==> src/rtl/uart_pkg.sv <==
// Shared UART definitions: receiver FSM states, frame constants and the
// baud divisor helper used by both the receiver and the transmitter.
package uart_pkg;

  typedef enum logic [2:0] {
    IDLE  = 3'd0,
    START = 3'd1,
    DATA  = 3'd2,
    STOP  = 3'd3,
    BREAK = 3'd4
  } rx_state_t;

  localparam int DATA_BITS = 8;
  localparam int STOP_BITS = 1;

  function automatic int calc_div(input int clk_freq, input int baud);
    return clk_freq / baud;
  endfunction

endpackage

==> src/rtl/sync_2ff.sv <==
// Generic two-flop synchronizer for asynchronous inputs; the reset value is
// chosen per use so a line comes out of reset at its idle level.
module sync_2ff #(
  parameter int               WIDTH   = 1,
  parameter logic [WIDTH-1:0] RST_VAL = '1
) (
  input  logic             clk,
  input  logic             rst,
  input  logic [WIDTH-1:0] d,
  output logic [WIDTH-1:0] q
);

  logic [WIDTH-1:0] meta_q, meta_d;
  logic [WIDTH-1:0] sync_q, sync_d;

  always_comb begin
    meta_d = d;
    sync_d = meta_q;
  end

  always_ff @(posedge clk or posedge rst) begin
    if (rst) begin
      meta_q <= RST_VAL;
      sync_q <= RST_VAL;
    end else begin
      meta_q <= meta_d;
      sync_q <= sync_d;
    end
  end

  assign q = sync_q;

endmodule

==> src/rtl/uart_rx.sv <==
// 8N1 UART receiver: mid-bit sampling, framing-error detection and a BREAK
// state so a line held low is not decoded as a stream of zero bytes.
module uart_rx
  import uart_pkg::*;
#(
  parameter int CLK_FREQ = 100_000_000,
  parameter int BAUD     = 9600
) (
  input  logic       clk,
  input  logic       rst,
  input  logic       din,
  output logic [7:0] rx_data,
  output logic       rx_valid,
  output logic       frame_err,
  output logic       busy
);

  localparam int DIV  = calc_div(CLK_FREQ, BAUD);
  localparam int HALF = DIV / 2;
  localparam int CW   = $clog2(DIV);

  localparam logic [CW-1:0] DIV_M1  = CW'(DIV - 1);
  localparam logic [CW-1:0] HALF_M1 = CW'(HALF - 1);
  localparam logic [2:0]    LAST_BIT = 3'(DATA_BITS - 1);

  logic s_din;

  rx_state_t  state_q, state_d;
  logic [CW-1:0] div_cnt_q, div_cnt_d;
  logic [2:0] bit_cnt_q, bit_cnt_d;
  logic [7:0] shift_q, shift_d;
  logic [7:0] rx_data_q, rx_data_d;
  logic       rx_valid_q, rx_valid_d;
  logic       frame_err_q, frame_err_d;
  logic       tick;

  sync_2ff #(
    .WIDTH  (1),
    .RST_VAL(1'b1)
  ) u_sync (
    .clk(clk),
    .rst(rst),
    .d  (din),
    .q  (s_din)
  );

  always_ff @(posedge clk or posedge rst) begin
    if (rst) begin
      state_q     <= IDLE;
      div_cnt_q   <= '0;
      bit_cnt_q   <= '0;
      shift_q     <= '0;
      rx_data_q   <= '0;
      rx_valid_q  <= 1'b0;
      frame_err_q <= 1'b0;
    end else begin
      state_q     <= state_d;
      div_cnt_q   <= div_cnt_d;
      bit_cnt_q   <= bit_cnt_d;
      shift_q     <= shift_d;
      rx_data_q   <= rx_data_d;
      rx_valid_q  <= rx_valid_d;
      frame_err_q <= frame_err_d;
    end
  end

  assign tick = (div_cnt_q == '0);

  // Counters are loaded with N-1 so the sample lands exactly N cycles later.
  always_comb begin
    state_d     = state_q;
    div_cnt_d   = div_cnt_q;
    bit_cnt_d   = bit_cnt_q;
    shift_d     = shift_q;
    rx_data_d   = rx_data_q;
    rx_valid_d  = 1'b0;
    frame_err_d = 1'b0;
    unique case (state_q)
      IDLE: begin
        div_cnt_d = '0;
        bit_cnt_d = '0;
        if (!s_din) begin
          div_cnt_d = HALF_M1;
          state_d   = START;
        end
      end
      START: begin
        if (!tick) begin
          div_cnt_d = div_cnt_q - 1'b1;
        end else if (!s_din) begin
          div_cnt_d = DIV_M1;
          state_d   = DATA;
        end else begin
          state_d = IDLE;
        end
      end
      DATA: begin
        if (!tick) begin
          div_cnt_d = div_cnt_q - 1'b1;
        end else begin
          shift_d[bit_cnt_q] = s_din;
          bit_cnt_d          = bit_cnt_q + 3'd1;
          div_cnt_d          = DIV_M1;
          if (bit_cnt_q == LAST_BIT) begin
            state_d = STOP;
          end
        end
      end
      STOP: begin
        if (!tick) begin
          div_cnt_d = div_cnt_q - 1'b1;
        end else if (s_din) begin
          rx_data_d  = shift_q;
          rx_valid_d = 1'b1;
          state_d    = IDLE;
        end else begin
          frame_err_d = 1'b1;
          state_d     = BREAK;
        end
      end
      BREAK: begin
        div_cnt_d = '0;
        if (s_din) begin
          state_d = IDLE;
        end
      end
      default: begin
        state_d = IDLE;
      end
    endcase
  end

  always_comb begin
    busy      = (state_q != IDLE);
    rx_data   = rx_data_q;
    rx_valid  = rx_valid_q;
    frame_err = frame_err_q;
  end

endmodule

==> config.mk <==
export PLATFORM = sky130hd
export DESIGN_NAME = uart_rx
export DESIGN_NICKNAME = d
export VERILOG_FILES = /design/src/rtl/uart_pkg.sv /design/src/rtl/sync_2ff.sv /design/src/rtl/uart_rx.sv
export SDC_FILE = /design/constraint.sdc
export NUM_CORES = 1
export LEC_CHECK = 0
export CAP_MARGIN = 5
export CORE_AREA = 2 2 65 67
export DETAILED_ROUTE_END_ITERATION = 10
export DIE_AREA = 0 0 67 69
export PLACE_DENSITY_LB_ADDON = 0.2
export SETUP_SLACK_MARGIN = 0.2
export SYNTH_ARGS = -nofsm -noshare
export SYNTH_HDL_FRONTEND = slang
export SYNTH_SLANG_ARGS = --single-unit
==> constraint.sdc <==
create_clock -name clk -period 3 [get_ports clk]
set_clock_uncertainty 0.05 [all_clocks]
set_input_delay 0.6 -clock clk [delete_from_list [all_inputs] [get_ports clk]]
set_output_delay 0.6 -clock clk [all_outputs]
set_load 0.03 [all_outputs]
==> flow_summary.ini <==
[worst_setup_path]
cp_data_required_time_ns = 3.16
worst-r2r-setup-slack_ns = 0.42
crit_type = register to register
crit_path_end_kind = register
crit_arrival_ns = 2.74
start_kind = register
crit_fanout = 6
rr_endpoint = div_cnt_q[13]
reg2reg_depth = 7
reg2reg_from = div_cnt_q[0]

[pwr]
ir_drop_v = 0.000279
p_per_area_mw_per_mm2 = 365
leakagePower_uw = 0.00107

[yosys]
async_flop_share_pct = 100
synth_cells = 216
synth-seq-area-share_pct = 44.6
ys_ff_latch = 40
synth_edf_count = 0
ys_types = 54
syn_nets = 223
syn_area_mm2 = 0.00225
avgSynthCellArea_um2 = 10.4
yosysWarnings = 0
ys.flop_type = dfrtp_1

[final_layout]
antenna_cells = 0
nets = 237
fillers = 332
layout_common_cells = 38 x dfrtp_1, 22 x nand2_1, 16 x mux2_2, 14 x nor2_1, 14 x o21ai_0
areaGrowthSynthToFinish_pct = 8.51
final_common_cell = dfrtp_1
stdcell_area_mm2 = 0.00244
layout-drive-gt1-share_pct = 19.6

[timing]
tns_ns = 0
fin_crit_sh_pct = 86.0
slew_violations = 0
fmax_mhz = 387
whs_ns = 0.307
period_needed_ns = 2.58
worst_slew_pin_slew_ns = 0.700
rsz0062_at_grt = false
slew-limit-headroom_pct = 53.0
setup_viol = 0
hold_viol_final = 0

[cts]
cts.clk_slew.worst_paths_ns = 0.07
cts_max_path_buffers = 2
cts_root_buf = clkbuf_8
numCtsBuffers = 5
cts_num_sinks = 40
postCtsSetupRepairBufs = 0
htree_levels = 2
cts_tree = built
clk_latency_ns = 0.29

[routing]
post_drt_wl_per_cell_um = 16.4
ant_nets = 0
via_per_inst = 6.25
wirelength_um = 4600
drt-initial-drc-count = 248
dr.pass1.iters = 4
vias = 1751
drc = 0

[die]
io-pin-count = 14
initial_utilization_pct = 57.4
core_area_mm2 = 0.00391
dieArea_mm2 = 0.00462
die_h_um = 69
die_w_um = 67
placementRows = 23

[placement]
place_area_mm2 = 0.00236
portBuffers = 13
gp_congestion = 0.954
dp_hpwl_um = 3240

[flow_run]
maxCapViolations = 0

[global_route]
grt_max_degree = 32
first_global_vias = 1735
grt_first_pass_wirelength_um = 8200
grt_usage_pct = 22.7
antenna_found_initial = 0
gr-total-overflow = 0

[worst_hold_path]
hold_depth = 0
hp-start = u_sync.meta_q
hold_class = register to register
hold_end = u_sync.q

[outcome]
outcome = completed
==> how the worst max path moves through the flow <==
stage / end / from / slack, ns
CTS: div_cnt_q[10] / div_cnt_q[0] / 0.46
finish: div_cnt_q[13] / div_cnt_q[0] / 0.42
floorplan: shift_q[7] / div_cnt_q[0] / 0.69
global placement: shift_q[7] / div_cnt_q[0] / 0.59
detailed placement: div_cnt_q[10] / div_cnt_q[0] / 0.49
global route: div_cnt_q[3] / div_cnt_q[0] / 0.21
==> area by class of cell <==
class / instances / area (um2) / area share [%]
Tap cell: 50 / 62.6 / 2.56
Timing Repair Buffer: 17 / 160 / 6.56
Inverter: 9 / 33.8 / 1.38
Clock buffer: 6 / 72.6 / 2.97
Multi-Input combinational cell: 157 / 1100 / 45.2
Clock inverter: 1 / 5.00 / 0.205
Sequential cell: 40 / 1000 / 41.1
==> metrics by stage <==
step | setup WS (ns) | power (uW) | std cells | util (%)
2_1_floorplan | 0.689 | 567 | 216 | -
4_1_cts | 0.465 | 906 | 280 | 62.3
3_3_place_gp | 0.591 | 572 | 273 | 60.4
3_5_place_dp | 0.489 | 572 | 273 | 60.4
6_report | 0.419 | 890 | 280 | 62.3
5_1_grt | 0.208 | 932 | 280 | 62.3
==> Yosys cell counts, drive strengths merged (3+ instances only) <==
cell type  instances  area [um2]
nor4               6        73.8
nor2              14        52.6
nand4              5        37.5
or4                3        30.0
nor3              10        50.1
nand2             22        82.6
clkbuf             7        57.6
o21ai             15        75.1
a22o               5        43.8
mux2              17         195
nand3              6        35.0
a211o              3        27.5
a21oi             11        55.1
dfrtp             38         951
inv                9        33.8
o21a               3        22.5
ha                 4        50.1
and3               4        30.0
==> routing by layer <==
layer | part of all wire [%] | global-route usage (%)
met5 | 0 | 0
met2 | 46 | 32.7
met1 | 46 | 33.0
met4 | 1.4 | 7.71
met3 | 7.0 | 6.20
==> cells by family after synthesis <==
| family | after synthesis | synth area share [%] |
|---|---|---|
| compound gates | 54 | 16.1 |
| xor+xnor | 2 | 0.779 |
| fa+ha+maj | 4 | 2.23 |
| buf+inv | 19 | 6.34 |
| flops | 40 | 44.6 |
| mux | 17 | 8.68 |
| simple gates | 80 | 21.3 |
==> flip-flops by register name, summed over array words and instances, names as in the netlist <==
name,cells
div_cnt_q,14
u_sync.meta_q,1
rx_data,8
frame_err,1
u_sync.q,1
state_q,3
rx_valid,1
shift_q,8
bit_cnt_q,3
==> worst max-delay path, cell delays in order, from the launching register on <==
cell	delay (ns)
dfrtp_1	0.42
inv_1	0.13
ha_1	0.19
nor4b_2	0.44
nand4_1	0.22
nor3_1	0.63
o21ai_0	0.21
a21oi_1	0.19
==> what timing repair did <==
action,in CTS,in global routing
resized for setup,0,1
hold buffers,0,0
endpoints found under the setup margin,0,2
==> power breakdown <==
group,total [uW],switching [uW],internal (uW)
Clock,329,171,158
Combinational,15.4,11.2,4.27
Sequential,546,3.97,542
(Power assumes the default switching activity.)
